### src/rtl/prbs_pkg.sv
// Shared constants and types for the PRBS31 receive checker.
// Polynomial x^31 + x^28 + 1: predicted bit is s[30] ^ s[27], newest bit in s[0].
package prbs_pkg;

    localparam int PRBS31_LEN   = 31;
    localparam int PRBS31_TAP_A = 30;
    localparam int PRBS31_TAP_B = 27;

    localparam int TOTAL_W = 32;
    localparam int LOSS_W  = 16;
    localparam int MATCH_W = 16;
    localparam int FILL_W  = 5;

    typedef enum logic [1:0] {
        FILL   = 2'd0,
        SYNC   = 2'd1,
        LOCKED = 2'd2
    } lock_state_e;

    function automatic logic prbs31_predict(input logic [PRBS31_LEN-1:0] s);
        return s[PRBS31_TAP_A] ^ s[PRBS31_TAP_B];
    endfunction

endpackage

### src/rtl/sat_counter.sv
// Saturating up-counter with synchronous clear; holds at all-ones instead of wrapping.
module sat_counter
    import prbs_pkg::*;
#(
    parameter int W = 32
) (
    input  logic         i_clk,
    input  logic         i_clr,
    input  logic         i_inc,
    output logic [W-1:0] o_count
);

    logic [W-1:0] r_count;

    // Count register: clear wins, then increment unless already saturated.
    always_ff @(posedge i_clk) begin
        if (i_clr) begin
            r_count <= '0;
        end else if (i_inc && (r_count != '1)) begin
            r_count <= r_count + W'(1);
        end else begin
            r_count <= r_count;
        end
    end

    assign o_count = r_count;

endmodule

### config.mk
export PLATFORM = sky130hd
export DESIGN_NAME = sat_counter
export DESIGN_NICKNAME = d
export VERILOG_FILES = /design/src/rtl/prbs_pkg.sv /design/src/rtl/sat_counter.sv
export SDC_FILE = /design/constraint.sdc
export NUM_CORES = 1
export LEC_CHECK = 0
export BUFFER_PORTS_ARGS = -buffer_cell sky130_fd_sc_hd__buf_2
export CORE_MARGIN = 1
export CORE_UTILIZATION = 58
export DETAILED_ROUTE_END_ITERATION = 8
export GPL_TIMING_DRIVEN = 0
export HOLD_SLACK_MARGIN = 0.08
export PLACE_DENSITY_LB_ADDON = 0.08
export SYNTH_ARGS = -nofsm -noshare
export SYNTH_HDL_FRONTEND = slang
export SYNTH_SLANG_ARGS = --single-unit
### constraint.sdc
create_clock -name i_clk -period 4.8 [get_ports i_clk]
set_clock_uncertainty 0.1 [all_clocks]
set_input_delay 0.24 -clock i_clk [delete_from_list [all_inputs] [get_ports i_clk]]
set_output_delay 0.24 -clock i_clk [all_outputs]
set_load 0.01 [all_outputs]
---- Word level (Yosys, flattened, before mapping) ----
Cells that the tools add are included.
storage, ports and cells
  flip-flop bits (word level) ............. 32
  bits of input ports ..................... 3
  output and inout bits ................... 32
  word-level logic and storage cells ...... 4
cells by class
  $add $sub $neg .......................... 1
  eq/ne operators ......................... 1
  reductions and logical operators ........ 1
operators by type and width
  kind                     number
  $add A32 B1 Y32 const B  1
  $ne A32 B32 Y1 const B   1
  $logic_and A1 B1 Y1      1

---- Longest topological paths before layout ----
Gate-level depths: netlist of the first run.
  depth after elaboration ................. 2
  gate-level depth with buffers ........... 8
  mapped depth without buffers ............ 6

---- Worst setup path after synthesis of the first run ----
OpenSTA, ideal clock, no wires.
  path type ............................... register to register
  start ................................... reg r_count[21], in the netlist o_count[21]
  end ..................................... reg r_count[30], in the netlist o_count[30]
  setup time .............................. 70 ps
  arrival ................................. 2110 ps
  data required time ...................... 4630 ps
  path slack .............................. 2519 ps
  stages on the path, launching flop included .. 7
  buffers on the path ..................... 1
  period minus slack after synthesis ...... 2281 ps
  cell sequence ........................... dfxtp_1 and3_4 or3b_1 buf_2 or3_4 or4_1 a21oi_1
on the way
  cells in the longest elaborated chain, start to end .. 2
ends and longest elaborated chain
  element                                                  line               text
  from (decl)                                              sat_counter.sv:13  logic [W-1:0] r_count;
  from (signal assigned)                                   sat_counter.sv:20  r_count <= r_count + W'(1);
  from (signal assigned)                                   sat_counter.sv:22  r_count <= r_count;
  branches (longest 2 deep; another with $add A32 B1 Y32)  --
Parallel ways; which one is timed is not known.
A chain may end at the register's enable or synchronous reset.

---- Final worst setup path of the first run ----
  start ................................... reg r_count[13], in the netlist o_count[13]
  end ..................................... reg r_count[21], in the netlist o_count[21]
The elaborated chain is that of the path after synthesis.

==> results of run 1 <==
## final timing paths
| path | startpoint | end | slack [ns] | cells after the start |
|---|---|---|---|---|
| setup / recovery | o_count[13]$_SDFFE_PP0P_ | o_count[21]$_SDFFE_PP0P_ | 2.24 | 7 |
| hold / removal | i_inc | o_count[0]$_SDFFE_PP0P_ | 0.20 | 4 |
| setup reg to reg | o_count[13]$_SDFFE_PP0P_ | o_count[21]$_SDFFE_PP0P_ | 2.24 | 7 |
| hold reg to reg | o_count[23]$_SDFFE_PP0P_ | o_count[23]$_SDFFE_PP0P_ | 0.40 | 2 |
## power groups by stage
stage | combinational, W | sequential [W] | clock, W
floorplan | 0.00000928 | 0.000276 | 0
global placement | 0.0000152 | 0.000275 | 0
detailed placement | 0.0000160 | 0.000276 | 0
CTS | 0.0000160 | 0.000269 | 0.000169
global route | 0.0000177 | 0.000270 | 0.000176
finish | 0.0000159 | 0.000270 | 0.000166
## logic make-up (layout without fill, tap and decap cells)
kind of cell / count (synthesis) / count (layout) / share of synthesized area
adder cells (fa/ha/maj): 1 / 1 / 0.00747
multiplexers: 3 / 3 / 0.0194
AND/OR/NAND/NOR: 94 / 94 / 0.334
AO/OA/AOI/OAI: 49 / 49 / 0.188
XOR/XNOR: 7 / 7 / 0.0366
buffers and inverters: 13 / 54 / 0.0314
flip-flops: 32 / 32 / 0.383
## layout by cell type (no fill, tap or decap), types with 2 or more instances in the layout
cell type / count
dfxtp_1: 32
nor2_1: 14
xnor2_1: 6
nand4_1: 10
clkbuf_1: 8
nand2_1: 10
and3_1: 3
and4_1: 4
or3_1: 10
o21ai_0: 8
o31ai_1: 12
clkbuf_4: 5
nor3_1: 2
nor3b_1: 2
clkinv_2: 2
or4_1: 12
nor2b_1: 2
buf_2: 36
inv_1: 2
a21oi_1: 22
a2111oi_0: 2
nor4_1: 4
nand3_1: 13
## stage by stage
step	instances	area, um^2	hold slack (ns)	utilization	total power, W
after floorplan	199	1670	0.363	-	0.000285
after global placement	263	1880	0.374	0.687	0.000291
after detailed placement	263	1880	0.395	0.687	0.000292
after CTS	271	1940	0.189	0.709	0.000454
after global routing	271	1940	0.197	0.709	0.000463
final	271	1940	0.198	0.709	0.000451
## layer usage
layer | share of wire | wire length [um] | up-vias
li1 | - | - | 847
met3 | 0.073 | 297 | 4
met2 | 0.47 | 1930 | 57
met4 | 0.012 | 50 | 0
met1 | 0.44 | 1790 | 792
met5 | 0 | 0 | -
## final cells by class
cell class | instances | area [um^2] | share of cell area
clock buffer | 6 | 51.3 | 0.0265
inverter | 2 | 7.51 | 0.00387
buffer | 11 | 45.0 | 0.0232
timing repair buffer | 33 | 165 | 0.0852
clock inverter | 2 | 10.0 | 0.00516
multi-input combinational | 154 | 981 | 0.506
sequential | 32 | 641 | 0.330
tap | 31 | 38.8 | 0.0200
## worst max-delay path: stages, from the launching register on
cell      delay (ns)
dfxtp_1         0.44
nand3_1         0.18
or3_1           0.37
clkbuf_1        0.23
nor4_1          0.32
clkbuf_1        0.37
nor3b_1         0.12
mux2_1          0.32
==> metrics.md, run 1 <==
| Metric | Value |
|---|---|
| Yosys top cell by area | `dfxtp_1` |
| WS Path Type | `reg2reg` |
| HPWL Detailed | `2900 um` |
| Number of max-cap violations | `0` |
| Post-synth EDFFs | `0` |
| Combinational Power Share | `0.035` |
| Drt pass-1 iters | `5` |
| Lkg Pwr | `0.695 nW` |
| Post-CTS Setup Bufs | `0` |
| P&R area growth vs syn | `15.8%` |
| Avg Inst Size Synth | `8.41 um^2` |
| Met1 GRT Util | `0.376` |
| Post-synth top cells | `32 x dfxtp_1, 22 x a21oi_1, 14 x nor2_1, 13 x nand3_1` |
| Final setup TNS | `0 ns` |
| Die Area | `3110 um^2` |
| Status | `finished clean` |
| M3 GR Usage | `0.0837` |
| Placement Setup Slack | `2.29 ns` |
| Net Switching | `0.000109 W` |
| Num rows | `19` |
| DRC viols | `0` |
| ANT nets after route | `0` |
| Post-CTS Resized | `0` |
| PD cells | `233 nW/um^2` |
| Post-synth cell types | `39` |
| Share of cells above drive strength 1 | `0.217` |
| H-tree depth | `2` |
| Largest net degree at the start of global routing | `11` |
| Syn Std Cell Area | `1670 um^2` |
| Root Buffer | `clkbuf_4` |
| Die W | `55.7 um` |
| # fillers | `235` |
| Sequential area share after synthesis | `0.383` |
| DR vias | `1700` |
| Final worst slack | `2.24 ns` |
| Sw frac | `0.242` |
| Req. time, crit path | `4.93 ns` |
| Die Y | `55.7 um` |
| Fin. Hold Viols | `0` |
| Internal power | `0.000342 W` |
| Slew headroom | `0.573` |
| Drt first-iter violations | `91` |
| Synth Flop Type | `dfxtp_1` |
| Max reg flops | `32` |
| Antenna violations before repair | `0` |
| Count leader, synth | `dfxtp_1` |
| Tot GR Track Use | `0.294` |
| Period utilization | `0.533` |
| Leading post-synthesis cells by cell area | `dfxtp_1 38%, a21oi_1 6.6%, o31ai_1 5.4%` |
| Number of global-route vias before repair | `1599` |
| Synth Register Bits | `32` |
| Slew Limit Fails | `0` |
| Final setup violation count | `0` |
| WL/cell | `15.0 um` |
| Grt peak-use layer | `met2` |
| HP Class | `in2reg` |
| CP Max Fanout | `10` |
| Worst setup EP type | `register` |
| Clock latency on the worst-skew pair | `0.35 ns` |
| Post-synth top area share | `0.383` |
| Worst-margin pin slew | `0.635 ns` |
| Maximum vdd drop | `0.000190 V` |
| Core area | `2730 um^2` |
| Post-layout min period | `2.56 ns` |
| Syn Inst Count | `199` |
| Total gr overflow | `0` |
| Placer Congestion | `0.820` |
| Net Count, Synth | `203` |
| Final #Nets | `243` |
| Share of power burned in registers | `0.597` |
| Antenna cells | `0` |
| TritonCTS clock tree | `yes` |
| IO Pins | `35` |
| RSZ-0062 raised after global routing | `no` |
| Num CTS Buffers | `5` |
| Clock-pin slew on the worst setup and hold paths | `0.11 ns` |
| Max Fclk | `391 MHz` |
| Sink Count | `32` |
| Critical path arrival | `2.69 ns` |
| Yosys warnings | `0` |
| First-pass GRT wire length | `7010 um` |
| Clock buffer depth | `2` |
| Startpoint types | `register` |
| Clock power share | `0.368` |
| Routed wire length | `4070 um` |
| Asr flop ratio synth | `0` |
| Initial Util | `0.612` |
| Via density | `6.27` |
| CTS Hold Buffers Added | `0` |
| Met2 Usage GRT | `0.449` |
| Buffers on Ports | `33` |
Note: power is estimated with default switching activity, not from simulation.
==> run 2: changes to the inputs <==
- ABC_AREA: unset -> 1
- CORE_UTILIZATION: 58 -> 56
- clock period: 4.8 -> 2.5 ns (I/O delays scaled with it)
==> run 2 against run 1 <==
Net effect: synthesized cell count rose by 63%; final cell count rose by 52%; core utilization fell by 1.9 points; worst setup slack got worse by 1.6 ns; fmax rose by 34%; wire length rose by 28%; highest routed layer unchanged.
==> metrics.md, run 2 <==
| Metric | Value |
|---|---|
| Antenna violations before repair | `0 (unchanged)` |
| Die W | `62.7 um (+12%)` |
| Sw frac | `0.238 (-0.00425)` |
| PD cells | `394 nW/um^2 (+69%)` |
| Critical path launch point | `o_count[0]$_SDFFE_PP0P_` |
| Startpoint types | `register` |
| Net Count, Synth | `328 (+62%)` |
| Synth Register Bits | `32 (unchanged)` |
| Slew headroom | `0.607 (+0.0338)` |
| Post-synth top area share | `0.311 (-0.0720)` |
| Post-synth top cells | `88 x nand2_1, 68 x nor2_1, 32 x dfxtp_1, 28 x inv_1, 24 x nand3_1` |
| Asr flop ratio synth | `0 (unchanged)` |
| HPWL Detailed | `3880 um (+34%)` |
| Syn Inst Count | `324 (+63%)` |
| WL/cell | `12.6 um (-16%)` |
| Worst r2r src | `o_count[0]$_SDFFE_PP0P_` |
| Post-layout min period | `1.91 ns (-0.651 ns)` |
| Count leader, synth | `nand2_1` |
| Syn Std Cell Area | `2060 um^2 (+23%)` |
| Antenna cells | `0 (unchanged)` |
| HP Class | `in2reg` |
| Max Fclk | `525 MHz (+34%)` |
| Post-synth cell types | `26 (-33%)` |
| Yosys top cell by area | `dfxtp_1` |
| Core area | `3440 um^2 (+26%)` |
| Avg Inst Size Synth | `6.36 um^2 (-24%)` |
| TritonCTS clock tree | `yes` |
| Root Buffer | `clkbuf_8` |
| Status | `finished clean` |
| Final setup TNS | `0 ns (unchanged)` |
| Fin. Hold Viols | `0 (unchanged)` |
| Final setup violation count | `0 (unchanged)` |
| # fillers | `342 (+46%)` |
| Placer Congestion | `0.917 (+12%)` |
| Number of global-route vias before repair | `1913 (+20%)` |
| Largest net degree at the start of global routing | `11 (unchanged)` |
| Final instance area | `2380 um^2 (+23%)` |
| Leading post-synthesis cells by cell area | `dfxtp_1 31%, nand2_1 16%, nor2_1 12%` |
| CP Max Fanout | `6 (-4)` |
| Slew Limit Fails | `0 (unchanged)` |
| IO Pins | `35 (unchanged)` |
| HP Start | `i_inc` |
| Post-synth EDFFs | `0 (unchanged)` |
| Clock latency on the worst-skew pair | `0.29 ns (-0.06 ns)` |
| Max reg flops | `32 (unchanged)` |
| Synth Area in XOR/XNOR | `0 (-0.0366)` |
| Compound-Gate Fraction of Synth Area | `0.0631 (-0.125)` |
| Worst path cell trace | `ha_1 -> nand3_1 -> nor2_1 -> nand2_1 -> nor2_1 -> nand3_1 -> nand2_1 -> inv_1 -> nor2_1` |
| Via density | `5.27 (-16%)` |
| H-tree depth | `2 (unchanged)` |
| DR vias | `2172 (+28%)` |
| DRC viols | `0 (unchanged)` |
| Worst-margin pin slew | `0.587 ns (-0.0480 ns)` |
| WS Path Type | `reg2reg` |
| Tot GR Track Use | `0.286 (-0.00757)` |
| Clock-pin slew on the worst setup and hold paths | `0.07 ns (-0.04 ns)` |
| Worst setup EP type | `register` |
| Sequential area share after synthesis | `0.311 (-0.0720)` |
| Commonest non-fill, non-tap cell in the layout | `nand2_1` |
| Main combinational cell family by area after synthesis | `simple AND/OR/NAND/NOR gates` |
| Req. time, crit path | `2.64 ns (-2.29 ns)` |
| Clock power share | `0.410 (+0.042)` |
| Period utilization | `0.762 (+0.230)` |
| Adder-Cell Fraction of Synth Area | `0.00607 (-0.00141)` |
| Die Area | `3930 um^2 (+27%)` |
| P&R area growth vs syn | `15.3%` |
| Sink Count | `32 (unchanged)` |
| Buffers on Ports | `34 (+3.0%)` |
| Maximum vdd drop | `0.000329 V (+73%)` |
| Die Y | `62.7 um (+12%)` |
| Worst path slowest cell | `nor2_1` |
| RSZ-0062 raised after global routing | `no` |
| First-pass GRT wire length | `8710 um (+24%)` |
| Clock buffer depth | `2 (unchanged)` |
| Yosys warnings | `0 (unchanged)` |
| Num rows | `21 (+2)` |
| Post-DP Area | `2290 um^2 (+22%)` |
| Initial Util | `0.599 (-0.0133)` |
| ANT nets after route | `0 (unchanged)` |
| Internal power | `0.000715 W (+110%)` |
| Synth Flop Type | `dfxtp_1` |
| Critical path arrival | `2.04 ns (-0.65 ns)` |
| Num CTS Buffers | `5 (unchanged)` |
| Commonest cells after routing, fill and taps aside | `88 x nand2_1, 68 x nor2_1, 36 x buf_2` |
| Most frequent CP cell | `nor2_1` |
| Number of max-cap violations | `0 (unchanged)` |
| Total gr overflow | `0 (unchanged)` |
| Drt pass-1 iters | `5 (unchanged)` |
| Lkg Pwr | `1.15 nW (+65%)` |
| Mux share of post-synthesis cell area | `0 (-0.0194)` |
| Routed wire length | `5200 um (+28%)` |
| Combinational Power Share | `0.041 (+0.006)` |
| Net Switching | `0.000223 W (+100%)` |
| Share of cells above drive strength 1 | `0.221 (+0.00464)` |
| Share of power burned in registers | `0.549 (-0.048)` |
| Final #Nets | `370 (+52%)` |
| Drt first-iter violations | `145 (+59%)` |
| Post-synthesis simple-gate area fraction | `0.528 (+0.194)` |
| Post-CTS Resized | `0 (unchanged)` |
| CP max stage delay | `0.47 ns (+0.03 ns)` |
==> run 2: cell count changes after synthesis, moves of 5 or more <==
cell      change
nand3_1      +11
nor2_1       +54
nand3_2       +6
inv_1        +26
nand2_1      +78
buf_6         +5
o21ai_0       -8
or4_1        -12
xnor2_1       -6
clkbuf_1      -8
nor2_2        +6
or3_1        -10
nand2_2       +6
o31ai_1      -12
==> run 2: kinds of logic (layout without fill, tap and decap cells) <==
logic type      Yosys count  in the layout
flops                    32             32
simple gates            227            227
fa+ha+maj                 1              1
buf+inv                  40             82
compound gates           24             24
==> run 2: what timing repair did <==
action,in CTS,in global routing
hold buffers,1,0
hold endpoints to repair,4,0
setup endpoints to repair,0,0
buffers inserted,0,0
==> run 2: layout make-up <==
| cell class | count | area, um^2 | area share |
|---|---|---|---|
| Inverter | 32 | 120 | 0.0505 |
| Clock inverter | 1 | 5.00 | 0.00211 |
| Clock buffer | 6 | 72.6 | 0.0305 |
| Sequential cell | 32 | 641 | 0.269 |
| Buffer | 8 | 70.1 | 0.0295 |
| Timing Repair Buffer | 35 | 180 | 0.0758 |
| Multi-Input combinational cell | 252 | 1230 | 0.518 |
| Tap cell | 46 | 57.6 | 0.0242 |
==> run 2: per-stage QoR <==
step / hold slack, ns / setup WS [ns] / total power (W) / instances / utilization
after global routing: 0.241 / 0.521 / 0.000971 / 412 / 0.691
final: 0.217 / 0.595 / 0.000938 / 412 / 0.691
after global placement: 0.257 / 0.703 / 0.000564 / 404 / 0.665
after floorplan: 0.0941 / 0.792 / 0.000552 / 324 / -
after detailed placement: 0.258 / 0.643 / 0.000564 / 404 / 0.665
after CTS: 0.203 / 0.636 / 0.000942 / 412 / 0.691
==> run 2: critical path, delay by kind of cell (launching register included) <==
family,cells,cell delay (ns)
adders and majority gates,1,0.23
and+or+nand+nor,7,1.09
buffers and inverters,1,0.04
DFF,1,0.39
==> run 2: final timing paths <==
kind	to	slack, ns	depth (start not counted)
setup / recovery	o_count[30]$_SDFFE_PP0P_	0.59	9
setup reg to reg	o_count[30]$_SDFFE_PP0P_	0.59	9
hold reg to reg	o_count[1]$_SDFFE_PP0P_	0.40	2
hold / removal	o_count[29]$_SDFFE_PP0P_	0.22	5
==> run 2: power groups by stage <==
stage / logic [W] / registers (W) / clock network [W]
after global routing: 0.0000435 / 0.000515 / 0.000412
after floorplan: 0.0000244 / 0.000527 / 0
final: 0.0000388 / 0.000515 / 0.000384
after CTS: 0.0000389 / 0.000515 / 0.000388
after detailed placement: 0.0000378 / 0.000526 / 0
after global placement: 0.0000374 / 0.000526 / 0
==> run 2: routing by layer <==
layer,global-route usage,vias to the layer above,part of all wire
met3,0.0620,12,0.045
met1,0.370,981,0.48
met5,0,-,0
met4,0.128,0,0.021
met2,0.454,60,0.46
li1,-,1119,-
==> run 3: changes to the inputs <==
- ABC_AREA: 1 -> 0
- CORE_UTILIZATION: 56 -> 54
- clock period: 2.5 -> 1.8 ns (I/O delays scaled with it)
==> run 3 against run 2 <==
Net effect: the run now ends with design-rule violations, negative setup slack left; wire length grew 73%; total power grew 35%; largest cell class unchanged; critical path depth shrank 4; sequential share of layout area shrank 1.1 points; fmax shrank 22%; final cell count shrank 25%; critical endpoint is now o_count[12]$_SDFFE_PP0P_; clock power grew 30%; clock-buffer cell count grew 2; flip-flop and latch count is the same; combinational power grew 68%; global-route usage grew 5.6 points; worst setup slack lost 1.2 ns.
==> metrics.md, run 3 (synthesis results as in run 1) <==
| Metric | Value |
|---|---|
| Drt pass-1 iters | `8 (+3)` |
| HP Class | `in2reg` |
| Final worst slack | `-0.644 ns (-1.24 ns)` |
| Buffers on Ports | `33 (-2.9%)` |
| P&R area growth vs syn | `66.3%` |
| Commonest cells after routing, fill and taps aside | `34 x buf_2, 30 x buf_4, 16 x dfxtp_4` |
| Final #Nets | `282 (-24%)` |
| Routed wire length | `9000 um (+73%)` |
| Fin. Hold Viols | `0 (unchanged)` |
| ANT nets after route | `0 (unchanged)` |
| WL/cell | `29.0 um (+130%)` |
| Slew headroom | `0.350 (-0.257)` |
| Share of cells above drive strength 1 | `0.599 (+0.377)` |
| Antenna violations before repair | `0 (unchanged)` |
| Placer Congestion | `0.837 (-8.7%)` |
| Post-layout min period | `2.44 ns (+0.538 ns)` |
| Number of max-cap violations | `0 (unchanged)` |
| Clock buffer depth | `2 (unchanged)` |
| Total power | `0.00127 W (+35%)` |
| Tot GR Track Use | `0.342 (+0.0556)` |
| Worst-margin pin slew | `0.971 ns (+0.384 ns)` |
| Die W | `57.7 um (-8.0%)` |
| Initial Util | `0.587 (-0.0122)` |
| Critical path arrival | `2.63 ns (+0.59 ns)` |
| Root Buffer | `clkbuf_4` |
| Slew Limit Fails | `0 (unchanged)` |
| Number of global-route vias before repair | `1780 (-7.0%)` |
| Antenna cells | `0 (unchanged)` |
| TritonCTS clock tree | `yes` |
| H-tree depth | `2 (unchanged)` |
| DR vias | `2449 (+13%)` |
| Core area | `2850 um^2 (-17%)` |
| Clock latency on the worst-skew pair | `0.37 ns (+0.08 ns)` |
| DRC viols | `2 (+2)` |
| Final core utilization | `0.976 (+0.285)` |
| Die Area | `3330 um^2 (-15%)` |
| Max reg flops | `32 (unchanged)` |
| Largest net degree at the start of global routing | `11 (unchanged)` |
| First-pass GRT wire length | `8380 um (-3.8%)` |
| WS Path Type | `reg2reg` |
| IO Pins | `35 (unchanged)` |
| PD cells | `455 nW/um^2 (+15%)` |
| RSZ-0062 raised after global routing | `yes` |
| Num rows | `19 (-9.5%)` |
| # fillers | `41 (-88%)` |
| Drt first-iter violations | `526 (+260%)` |
| Lkg Pwr | `1.06 nW (-7.7%)` |
| Via density | `7.90 (+50%)` |
| Die Y | `57.7 um (-8.0%)` |
| Max Fclk | `409 MHz (-22%)` |
| Sink Count | `32 (unchanged)` |
| Final setup violation count | `32 (+32)` |
| Commonest non-fill, non-tap cell in the layout | `buf_2` |
| CP Max Fanout | `6 (unchanged)` |
| Status | `finished with violations` |
| Total gr overflow | `0 (unchanged)` |
| Worst setup EP type | `register` |
| Maximum vdd drop | `0.000513 V (+56%)` |
| Period utilization | `1.36 (+0.595)` |
| Violated checks | `design-rule violations, negative setup slack` |
| Clock-pin slew on the worst setup and hold paths | `0.12 ns (+0.05 ns)` |
| Req. time, crit path | `1.98 ns (-0.66 ns)` |
| Startpoint types | `register` |
| Num CTS Buffers | `5 (unchanged)` |
| HPWL Detailed | `3180 um (-18%)` |
==> run 3: cell count changes in the layout (fill, tap and decap cells not counted), moves of 16 or more <==
| cell | before | now |
|---|---|---|
| dfxtp_4 | 0 | 16 |
| nand2_1 | 88 | 8 |
| buf_4 | 0 | 30 |
| inv_1 | 28 | 2 |
| dfxtp_1 | 32 | 2 |
| nor2_1 | 68 | 14 |
==> run 3: final cells by class <==
class                           count  area (um^2)  area share
Multi-Input combinational cell    154         1350       0.485
Buffer                             10         86.3      0.0310
Inverter                            2         7.51     0.00270
Clock buffer                        8         68.8      0.0247
Timing Repair Buffer               73          513       0.184
Sequential cell                    32          718       0.258
Tap cell                           31         38.8      0.0139
==> run 3: repair_timing <==
item                                   4_1_cts  5_1_grt
buffers inserted                            25       12
setup endpoints to repair                   32       32
resized for setup                           23       88
endpoints found under the hold margin        1        0
pin swaps                                   10       36
cloned                                       0        2
hold buffers                                 1        0
==> run 3: worst max-delay path, cell delays in order (launching register included) <==
cell and delay (ns):
dfxtp_2 0.43, nand4_1 0.21, nor2_1 0.79, a31oi_1 0.35
a21o_1 0.30, a21oi_1 0.18
==> run 3: stage by stage <==
stage / setup WS, ns / std cells / TNS (ns) / instance area [um^2] / hold WS, ns
after detailed placement: -0.738 / 263 / -10.20 / 1970 / 0.377
after global placement: -0.683 / 263 / -8.45 / 1970 / 0.362
after global routing: -0.641 / 310 / -14.42 / 2780 / 0.202
after floorplan: -0.309 / 199 / -3.91 / 1770 / 0.211
after CTS: -0.326 / 297 / -7.16 / 2300 / 0.177
final: -0.644 / 310 / -12.49 / 2780 / 0.216
==> run 3: where the power goes <==
group          switching, W   total, W  leakage, nW  internal [W]
clock              0.000271   0.000501       0.0386      0.000230
sequential       0.00000897   0.000700        0.278      0.000691
combinational     0.0000405  0.0000651        0.742     0.0000246
==> run 3: metal layers <==
metal,vias up,GRT usage,share of wire
met4,0,0.207,0.10
met2,308,0.545,0.42
met1,1087,0.415,0.32
met5,-,0,0
met3,127,0.0893,0.16
li1,927,-,-
==> run 3: worst paths after layout <==
kind | startpoint | end | slack [ns] | depth (start not counted)
worst max-delay path | o_count[29]$_SDFFE_PP0P_ | o_count[12]$_SDFFE_PP0P_ | -0.64 | 5
worst min-delay path | i_inc | o_count[2]$_SDFFE_PP0P_ | 0.22 | 5
worst max register to register | o_count[29]$_SDFFE_PP0P_ | o_count[12]$_SDFFE_PP0P_ | -0.64 | 5
worst min register to register | o_count[5]$_SDFFE_PP0P_ | o_count[5]$_SDFFE_PP0P_ | 0.42 | 2
